$ cat src/rtl/decoder_mon_pkg.sv
// Shared constants and types for the Decoder1 dual-rail bus monitor:
// rail positions, folding geometry, MISR polynomial and the recovered-field struct.
package decoder_mon_pkg;

   localparam int PAIRS       = 13;
   localparam int A_W         = 2 * PAIRS;
   localparam int D_W         = 107;
   localparam int W_W         = 41;
   localparam int X_W         = 69;
   localparam int FOLD_IN_W   = D_W + W_W + X_W;
   localparam int FOLD_CHUNKS = 7;

   localparam logic [31:0] MISR_POLY = 32'h04C11DB7;

   // Index of the true rail of each field; the complement sits one bit below.
   localparam int INTR_RAIL   = 1;
   localparam int CB_RAIL     = 3;
   localparam int IR_RAIL0    = 5;
   localparam int STATE_RAIL0 = 21;

   typedef struct packed {
      logic       intr;
      logic       cb;
      logic [7:0] ir;
      logic [2:0] state;
   } fields_t;

   typedef logic [9:0] key_t;

   function automatic key_t key_of(input fields_t f);
      return {f.intr, f.cb, f.ir};
   endfunction

endpackage

$ cat src/rtl/decoder_sig_misr.sv
// MISR over the decoder outputs: the {x,w,d} word is XOR-folded into 32 bits
// and mixed into a left-shifting CRC-32 style register.
module decoder_sig_misr
   import decoder_mon_pkg::*;
#(
   parameter int SIG_W = 32
) (
   input  logic                 CLK,
   input  logic                 RESET,
   input  logic                 en,
   input  logic                 clear,
   input  logic [FOLD_IN_W-1:0] din,
   output logic [SIG_W-1:0]     sig
);

   logic [32*FOLD_CHUNKS-1:0] padded;
   logic [31:0]               chunk [FOLD_CHUNKS];
   logic [31:0]               fold;
   logic [SIG_W-1:0]          sig_reg;
   logic [SIG_W-1:0]          sig_next;

   assign padded = {{(32*FOLD_CHUNKS-FOLD_IN_W){1'b0}}, din};

   generate
      for (genvar gi = 0; gi < FOLD_CHUNKS; gi++) begin : g_chunk
         assign chunk[gi] = padded[32*gi +: 32];
      end
   endgenerate

   always_comb begin
      fold = '0;
      for (int i = 0; i < FOLD_CHUNKS; i++) begin
         fold = fold ^ chunk[i];
      end
      sig_next = {sig_reg[SIG_W-2:0], 1'b0}
               ^ (sig_reg[SIG_W-1] ? MISR_POLY[SIG_W-1:0] : '0)
               ^ fold[SIG_W-1:0];
   end

   always_ff @(posedge CLK or posedge RESET) begin
      if (RESET) begin
         sig_reg <= '0;
      end else if (clear) begin
         sig_reg <= '0;
      end else if (en) begin
         sig_reg <= sig_next;
      end
   end

   assign sig = sig_reg;

endmodule

$ cat src/rtl/decoder_abus_monitor.sv
// Receive-side monitor for the Decoder1 dual-rail bus: pair checking, field
// recovery, opcode-boundary tracking and a MISR over the d/w/x outputs.
module decoder_abus_monitor
   import decoder_mon_pkg::*;
#(
   parameter int SIG_W    = 32,
   parameter int ERRCNT_W = 8,
   parameter int STEP_W   = 4
) (
   input  logic                CLK,
   input  logic                RESET,
   input  logic                en,
   input  logic                clear,
   input  logic [A_W-1:0]      a,
   input  logic [D_W-1:0]      d,
   input  logic [W_W-1:0]      w,
   input  logic [X_W-1:0]      x,
   output logic                intr,
   output logic                cb,
   output logic [7:0]          ir,
   output logic [2:0]          state,
   output logic                fields_valid,
   output logic [PAIRS-1:0]    pair_err_mask,
   output logic [ERRCNT_W-1:0] err_cnt,
   output logic                opcode_done,
   output logic [STEP_W-1:0]   step_cnt,
   output logic [SIG_W-1:0]    signature
);

   logic [PAIRS-1:0]    bad;
   logic                sample_ok;
   fields_t             sample_f;
   key_t                sample_key;

   fields_t             fields_reg;
   logic                fields_valid_reg;
   logic [PAIRS-1:0]    mask_reg;
   logic [ERRCNT_W-1:0] err_cnt_reg;
   logic                done_reg;
   logic [STEP_W-1:0]   step_cnt_reg;
   logic                have_key_reg;
   key_t                key_reg;
   logic [STEP_W-1:0]   run_cnt_reg;

   generate
      for (genvar gi = 0; gi < PAIRS; gi++) begin : g_pair
         assign bad[gi] = (a[2*gi] == a[2*gi+1]);
      end
      for (genvar gi = 0; gi < 8; gi++) begin : g_ir
         assign sample_f.ir[7-gi] = a[IR_RAIL0 + 2*gi];
      end
      for (genvar gi = 0; gi < 3; gi++) begin : g_state
         assign sample_f.state[2-gi] = a[STATE_RAIL0 + 2*gi];
      end
   endgenerate

   assign sample_f.intr = a[INTR_RAIL];
   assign sample_f.cb   = a[CB_RAIL];
   assign sample_ok     = ~|bad;
   assign sample_key    = key_of(sample_f);

   always_ff @(posedge CLK or posedge RESET) begin
      if (RESET) begin
         fields_reg       <= '0;
         fields_valid_reg <= 1'b0;
         mask_reg         <= '0;
         err_cnt_reg      <= '0;
         done_reg         <= 1'b0;
         step_cnt_reg     <= '0;
         have_key_reg     <= 1'b0;
         key_reg          <= '0;
         run_cnt_reg      <= '0;
      end else if (clear) begin
         // Recovered fields and the last step count deliberately survive a clear.
         fields_valid_reg <= 1'b0;
         mask_reg         <= '0;
         err_cnt_reg      <= '0;
         done_reg         <= 1'b0;
         have_key_reg     <= 1'b0;
         run_cnt_reg      <= '0;
      end else if (en) begin
         done_reg <= 1'b0;
         mask_reg <= mask_reg | bad;
         if (!sample_ok) begin
            fields_valid_reg <= 1'b0;
            if (err_cnt_reg != '1) begin
               err_cnt_reg <= err_cnt_reg + 1'b1;
            end
         end else begin
            fields_valid_reg <= 1'b1;
            fields_reg       <= sample_f;
            if (!have_key_reg) begin
               have_key_reg <= 1'b1;
               key_reg      <= sample_key;
               run_cnt_reg  <= STEP_W'(1);
            end else if (sample_key == key_reg) begin
               if (run_cnt_reg != '1) begin
                  run_cnt_reg <= run_cnt_reg + 1'b1;
               end
            end else begin
               done_reg     <= 1'b1;
               step_cnt_reg <= run_cnt_reg;
               key_reg      <= sample_key;
               run_cnt_reg  <= STEP_W'(1);
            end
         end
      end else begin
         done_reg <= 1'b0;
      end
   end

   decoder_sig_misr #(
      .SIG_W (SIG_W)
   ) u_misr (
      .CLK   (CLK),
      .RESET (RESET),
      .en    (en && sample_ok),
      .clear (clear),
      .din   ({x, w, d}),
      .sig   (signature)
   );

   assign intr          = fields_reg.intr;
   assign cb            = fields_reg.cb;
   assign ir            = fields_reg.ir;
   assign state         = fields_reg.state;
   assign fields_valid  = fields_valid_reg;
   assign pair_err_mask = mask_reg;
   assign err_cnt       = err_cnt_reg;
   assign opcode_done   = done_reg;
   assign step_cnt      = step_cnt_reg;

endmodule

$ cat config.mk
export PLATFORM = sky130hd
export DESIGN_NAME = decoder_abus_monitor
export DESIGN_NICKNAME = d
export VERILOG_FILES = /design/src/rtl/decoder_mon_pkg.sv /design/src/rtl/decoder_sig_misr.sv /design/src/rtl/decoder_abus_monitor.sv
export SDC_FILE = /design/constraint.sdc
export NUM_CORES = 1
export LEC_CHECK = 0
export CORE_MARGIN = 1
export CORE_UTILIZATION = 40
export CTS_BUF_LIST = sky130_fd_sc_hd__clkbuf_16
export DETAILED_ROUTE_END_ITERATION = 10
export GPL_TIMING_DRIVEN = 0
export PLACE_DENSITY_LB_ADDON = 0.3
export SYNTH_ARGS = -nofsm -noshare
export SYNTH_HDL_FRONTEND = slang
export SYNTH_HIERARCHICAL = 1
export SYNTH_SLANG_ARGS = --single-unit
$ cat constraint.sdc
create_clock -name CLK -period 6.09 [get_ports CLK]
set_clock_uncertainty 0.2 [all_clocks]
set_input_delay 0.9135 -clock CLK [delete_from_list [all_inputs] [get_ports CLK]]
set_output_delay 0.9135 -clock CLK [all_outputs]
set_load 0.05 [all_outputs]
==> results of run 1 <==
[layout by cell type, fill, tap and decap left out, types with 12 or more instances in the layout]
| cell | n |
|---|---|
| a211oi_1 | 12 |
| a21oi_1 | 19 |
| clkbuf_1 | 13 |
| clkdlybuf4s50_1 | 318 |
| dfrtp_1 | 87 |
| nand2_1 | 69 |
| nand2b_1 | 25 |
| nor2_1 | 52 |
| o221ai_1 | 12 |
| xnor2_1 | 157 |
| xnor3_1 | 36 |
| xor2_1 | 12 |
[metrics by stage]
stage	util (%)	std cells	instance area, sq um	power [uW]
floorplan	-	587	6210	883
global placement	63.5	1093	9620	1120
detailed placement	63.7	1094	9640	1130
CTS	65.7	1110	9960	1720
global route	65.9	1112	9990	1770
finish	65.9	1112	9990	1710
[kinds of logic after synthesis]
logic type               count (synthesis)  share of synthesized area [%]
AND/OR/NAND/NOR                        182                           14.4
XOR/XNOR                               205                           36.9
AO/OA/AOI/OAI                           60                           6.77
buffers and inverters                   29                           2.30
multiplexers                            22                           4.09
flip-flops                              87                           35.1
adder cells (fa/ha/maj)                  2                          0.403
[worst paths after layout]
kind	slack (ps)	start	depth (start not counted)	end
min in group asynchronous	710	RESET	2	u_misr/sig[17]
worst max-delay path	2230	a[3]	8	u_misr/sig[7]
max in group asynchronous	4320	RESET	3	err_cnt[0]
worst max register to register	3860	err_cnt[0]	6	err_cnt[6]
worst min register to register	270	ir[4]	2	ir[4]
worst min-delay path	270	ir[4]	2	ir[4]
[power by group through the flow]
stage	clock [uW]	sequential (uW)	combinational [uW]
after floorplan	0	633	251
after global placement	0	603	517
after detailed placement	0	603	525
after CTS	603	593	528
after global routing	621	593	560
final	591	593	525
[metal layers]
layer  part of all wire, %  global-route usage, %
met1                    38                   25.5
met2                    53                   43.8
met3                   7.6                   6.28
met4                   1.3                   7.02
met5                     0                      0
[critical path, delay by kind of cell]
family / cells / cell delay, ps
AO/OA/AOI/OAI: 1 / 220
XOR/XNOR: 1 / 190
buffers and inverters: 4 / 1780
AND/OR/NAND/NOR: 2 / 740
[area by class of cell]
| type | instances | area, sq um | share of cell area, % |
|---|---|---|---|
| multi-input combinational | 471 | 3890 | 38.9 |
| timing repair buffer | 320 | 3230 | 32.3 |
| sequential | 87 | 2180 | 21.8 |
| tap | 188 | 235 | 2.36 |
| clock buffer | 9 | 225 | 2.25 |
| buffer | 20 | 109 | 1.09 |
| clock inverter | 7 | 88.8 | 0.889 |
| inverter | 9 | 33.8 | 0.338 |
| antenna | 1 | 2.50 | 0.0251 |
==> results by stage, run 1 <==
Synth:
- The largest area contributor in the synthesized netlist is dfrtp_1.
- Sorting the synthesized cells by area gives the leading types as dfrtp_1, xnor2_1, xnor3_1.
- The most numerous cell in the Yosys netlist is xnor2_1.
- The share of flip-flops with an asynchronous set or reset is 100%.
- The area of the mapped netlist is around 0.0062 sq mm.
- The cell count after synthesis is ~590.
- The net count of the mapped netlist is between 800 and 900.
- Sequential elements use around a third of the synthesized area.
- The number of different library cells used by synthesis comes to 45.
- The commonest cells after synthesis are xnor2_1, dfrtp_1, nand2_1.
- In this run, synthesis produced a sequential element count of 87.
- Summed over its instances, the top area cell type makes up between 30% and 40% of the synthesized netlist area.
- Yosys printed 6 warnings.
- In the synthesized netlist the dominant register cell turns out to be dfrtp_1.
- The post-synthesis average cell area is roughly 11 sq um.
- Yosys mapped a number of flops with a built-in enable equal to 0.

Routing:
- Using the TritonRoute via totals, the vias-per-cell ratio works out to a little under 5.
- The sum of routed wire length over all layers is approximately 19 mm.
- The via total after detailed routing is ~5,400.
- The number of DRC markers in iteration 0 is between 100 and 150.
- The number of nets still failing antenna checks after routing is 0.
- The DRC violations left is 0.
- The detailed-routing iteration count for the pre-antenna-repair pass is 4.
- The detail-routed net length per standard cell is between 15 and 20 um.

Worst setup path:
- The critical path in this run is classified as in2reg.
- Data arrives at the worst endpoint at ~3800 ps.
- The master of the slowest instance on the critical path is clkdlybuf4s50_1.
- The nature of the critical path endpoint is a flop.
- The critical path data required time is between 6000 and 7000 ps.
- For this run, the slowest stage of the critical path takes about 640 ps.
- Traced cell by cell, the critical path runs through clkdlybuf4s50_1, xnor2_1, nor4_4, nand4_1, inv_1, buf_2, clkbuf_1, o221ai_1.
- The worst setup path is launched from an input port.
- Along the worst path, the maximum fanout reaches 10.

Timing:
- The number of hold violations in the final report is 0.
- The tightest hold path in the finished design has a slack of between 200 and 300 ps.
- The clock period minus worst slack is about 3900 ps.
- The achievable clock frequency is about 0.26 GHz.
- The max-slew violation count is 0.
- The post-route clock period utilization is 63.3%.
- The total setup violations reported at the end of the flow is 0.
- The worst relative slew slack is 59.0%.
- For the pin with the worst max-slew slack, the measured transition is just over 600 ps.
- Setup repair after global routing left no endpoint under its margin.
- Setup slack closes at between 2000 and 2500 ps.
- The setup total negative slack is 0 ps.

Floorplanning:
- The starting utilization of the core area is a little over 40%.
- The die is approximately 130 um wide.
- The number of core rows is 45.
- Measured along the y axis, the die boundary spans ~130 um.
- The area of the die is approximately 0.016 sq mm.
- 319 I/O pins were placed.
- The area of the placeable core is around 0.015 sq mm.

Place:
- The setup slack at placement is about 1800 ps.
- During placement, the flow inserted port buffers numbering 318.
- Routability-driven placement finished with a final weighted congestion of 0.842.
- The post-detailed-placement half-perimeter wirelength is about 15 mm.

Clock network:
- Once the clock tree was built, the resizer swapped 0 gates to a different size.
- TritonCTS built the clock tree.
- The post-CTS setup buffer count is 0.
- CTS saw 87 sinks.
- The clock passes through at most 2 buffers.
- The post-CTS clock slew at the launch and capture registers of the worst setup and hold paths is 60 ps.
- The cell at the root of the clock tree is clkbuf_16.
- The clock insertion delay at the later pin of the skew report is approximately 350 ps.
- In this run the number of H-tree levels came out at 3.
- The number of buffers inserted during clock tree synthesis is 9.
- Buffers inserted to repair hold after CTS numbered 0.

Pwr:
- The switching part of the total power is a little over a quarter.
- In this run the power spent charging and discharging nets is 447 uW.
- Per report_power, the clock group accounts for 34.6% of the total.
- The analysis attributes to cell leakage a power of around 0.0041 uW.
- The sequential cell fraction of total power is 34.7%.
- Combinational logic burns 30.7% of the power.
- Internal power comes to around 1300 uW.
- The peak supply drop is between 100 and 150 uV.
- For this design the ratio of total power to cell area is 171 mW/mm^2.

Job:
- Across the run, the number of max-cap violations was 0.

Finish:
- The number of flip-flops under the largest register name is 32.
- Compared with the post-synthesis result, the final layout area differs by 60.9%.
- The final-stage net count is 1,167.
- The count of fill cells added during filler insertion is between 1,000 and 1,500.
- The ratio of cells with drive above 1 in the final layout is 4.88%.

Global route:
- The overflow left after global routing is 0.
- The maximum number of pins on one net before global-route repair is 33.
- The first-pass GRT wire length is ~29 mm.
- The number of global-route vias before repair is 5,520.
- The global-route usage over all layers is between 20% and 30%.
- The initial antenna violation count is 1.

Min path:
- The class of the tightest hold or removal check is reg2reg.

Status:
- The flow ran to the end, and the final reports show no timing, DRC or antenna violations.
Power figures use the tool's default switching activity.
==> run 2: changes to the inputs <==
- clock period: 6.09 -> 3.7 ns (I/O delays scaled with it)
==> results by stage, run 2 (synthesis gave the netlist of run 1 again) <==
Timing:
- The worst relative slew slack is about 60%.
- The post-route clock period utilization is between 90% and 100%.
- Setup repair after global routing left no endpoint under its margin.
- The achievable clock frequency is approximately 0.29 GHz.
- At the pin with the least slew margin, the transition time is 612 ps.
- The max-slew violation count is 0.
- Setup violations remaining at the end of the flow were counted as 0.
- The setup slack of the critical path after layout is 219 ps.
- The clock period minus worst slack is 3480 ps.
- The number of hold violations in the final report is 0.

Pwr:
- Dividing total power by cell area gives a power density of 282 mW/mm^2.
- The completed layout was analyzed and its total power is 2810 uW.
- The peak supply drop is between 200 and 250 uV.
- The standby leakage power is roughly 0.004 uW.

Clock network:
- Clock-pin slew was measured on the worst setup and hold paths at roughly 60 ps.
- The clock insertion delay at the later pin of the skew report is about 350 ps.
- The level count of the clock H-tree is 3.
- The cell at the root of the clock tree is clkbuf_16.
- The number of hold buffers added after cts is 0.
- The CTS sink count is 87.
- The number of buffers inserted during clock tree synthesis is 9.
- In this run the deepest clock path goes through 2 buffers.
- The TritonCTS clock tree is done.

Routing:
- The detail-routed via count per cell is a little under 5.
- In this run the remaining antenna-violating nets after routing total 0.
- The detail-routed net length per standard cell is between 15 and 20 um.
- The detailed-routing iteration count for the pre-antenna-repair pass is 4.
- The amount of wire on met2 after detailed routing is roughly 9.9 mm.
- In the routed design, unresolved DRC markers number 0.
- The detailed router put a total of 6.93 mm of wire on met1.
- For this block, the routed nets add up to between 15 and 20 mm of wire.
- Summing over every cut layer, the via total after detailed routing is between 5,000 and 6,000.
- After the first detailed-routing iteration, the DRC count stood at 93.
- Wire segments on met3 add up to between 1 and 1.5 mm in the final route.
- The top layer reached by signal wires is met4.

Finish:
- The ratio of cells with drive above 1 in the final layout is between 4 and 5%.
- Excluding fillers, the count of instances in the completed layout stands at between 1,000 and 1,500.
- The library cells used most frequently in the layout, excluding fill and tap cells, are clkdlybuf4s50_1, xnor2_1, dfrtp_1, nand2_1, nor2_1.
- The net count of the finished layout is between 1,000 and 1,500.
- The area growth from synthesis to layout is 61.0%.
- The number of flip-flops under the largest register name is 32.
- Once layout is complete, the utilization of the core stands at between 60% and 70%.
- Leaving out fill and tap cells, the most frequent cell in the layout is clkdlybuf4s50_1.

Worst setup path:
- Of all nets on the critical path, the largest fanout is 10.
- The kind of start point of the critical path is an input port.
- The category of the critical setup timing path is in2reg.
- The critical path data required time is ~3700 ps.
- At the worst endpoint, the arrival time is 3460 ps.
- STA classifies the critical path endpoint as a flop.

Global route:
- In the global route stage, overall resource usage came out at 23.4%.
- The initial antenna violation count came to 1.
- The overflow left after global routing is 0.
- The number of global-route vias before repair came to roughly 5,500.
- The first global-routing pass estimated around 29 mm of wire.
- The maximum number of pins on one net before global-route repair is 33.

Min path:
- The worst hold path belongs to the class reg2reg.

Place:
- In this run, placement finished with an instance count of between 1,000 and 1,500.
- Buffers placed on the I/O ports in this run total 318.
- The post-detailed-placement half-perimeter wirelength is between 15 and 20 mm.
- The setup slack at placement is -207 ps.
- The placer congestion estimate is 0.842.

Floorplanning:
- The die is between 100 and 150 um wide.
- The area of the placeable core is 0.0151 sq mm.
- The initial utilization of the core area, before any placement, comes to about two fifths.
- In this run the vertical extent of the chip is approximately 130 um.
- The area of the die is 0.0160 sq mm.
- The number of I/O pins is approximately 320.
- The number of core rows is 45.

Status:
- The flow ran to the end, and the final reports show no timing, DRC or antenna violations.

Job:
- The reported max-cap violation count is 0.
-- run 2: area by class of cell --
cell class	instances	area, sq um
Clock buffer	9	225
Buffer	20	110
Antenna cell	1	2.50
Tap cell	188	235
Multi-Input combinational cell	471	3890
Clock inverter	7	88.8
Fill cell	1216	5160
Inverter	9	33.8
Sequential cell	87	2180
Timing Repair Buffer	320	3230
-- run 2: per-layer routing --
| layer | vias to the layer above | track usage, % |
|---|---|---|
| met3 | 17 | 6.28 |
| met1 | 2556 | 25.5 |
| met2 | 173 | 43.8 |
| met5 | - | 0 |
| li1 | 2633 | - |
| met4 | 0 | 7.02 |
-- run 2: final timing paths --
check                            from        endpoint  slack (ps)  cells after the start
max                              a[3]   u_misr/sig[7]         220                      8
min in group asynchronous       RESET  u_misr/sig[17]         350                      2
max in group asynchronous       RESET      err_cnt[0]        2290                      3
min reg2reg                     ir[4]           ir[4]         270                      2
min                             ir[4]           ir[4]         270                      2
max reg2reg                err_cnt[0]      err_cnt[6]        1470                      6
-- run 2: report_power, final --
| part | leakage, uW | switching, uW | internal, uW |
|---|---|---|---|
| logic | 0.00273 | 340 | 524 |
| registers | 0.00120 | 10.3 | 965 |
| clock network | 0.000160 | 386 | 588 |
| total | 0.00410 | 736 | 2080 |
-- run 2: critical path, stage by stage --
cell             delay, ps
clkdlybuf4s50_1        640
xnor2_1                190
nor4_4                 410
nand4_1                330
inv_1                  320
buf_2                  340
clkbuf_1               470
o221ai_1               210
-- run 2: metrics by stage --
stage	instance area, sq um	hold slack (ps)	setup TNS [ps]
after global placement	9620	251	-3090
final	9990	268	0
after detailed placement	9640	256	-3480
after floorplan	6210	260	0
after global routing	9990	294	0
after CTS	9960	271	0
-- run 2: repair_timing --
item | CTS | global route
buffers inserted | 0 | 0
gates resized for setup | 0 | 2
endpoints found under the setup margin | 0 | 2
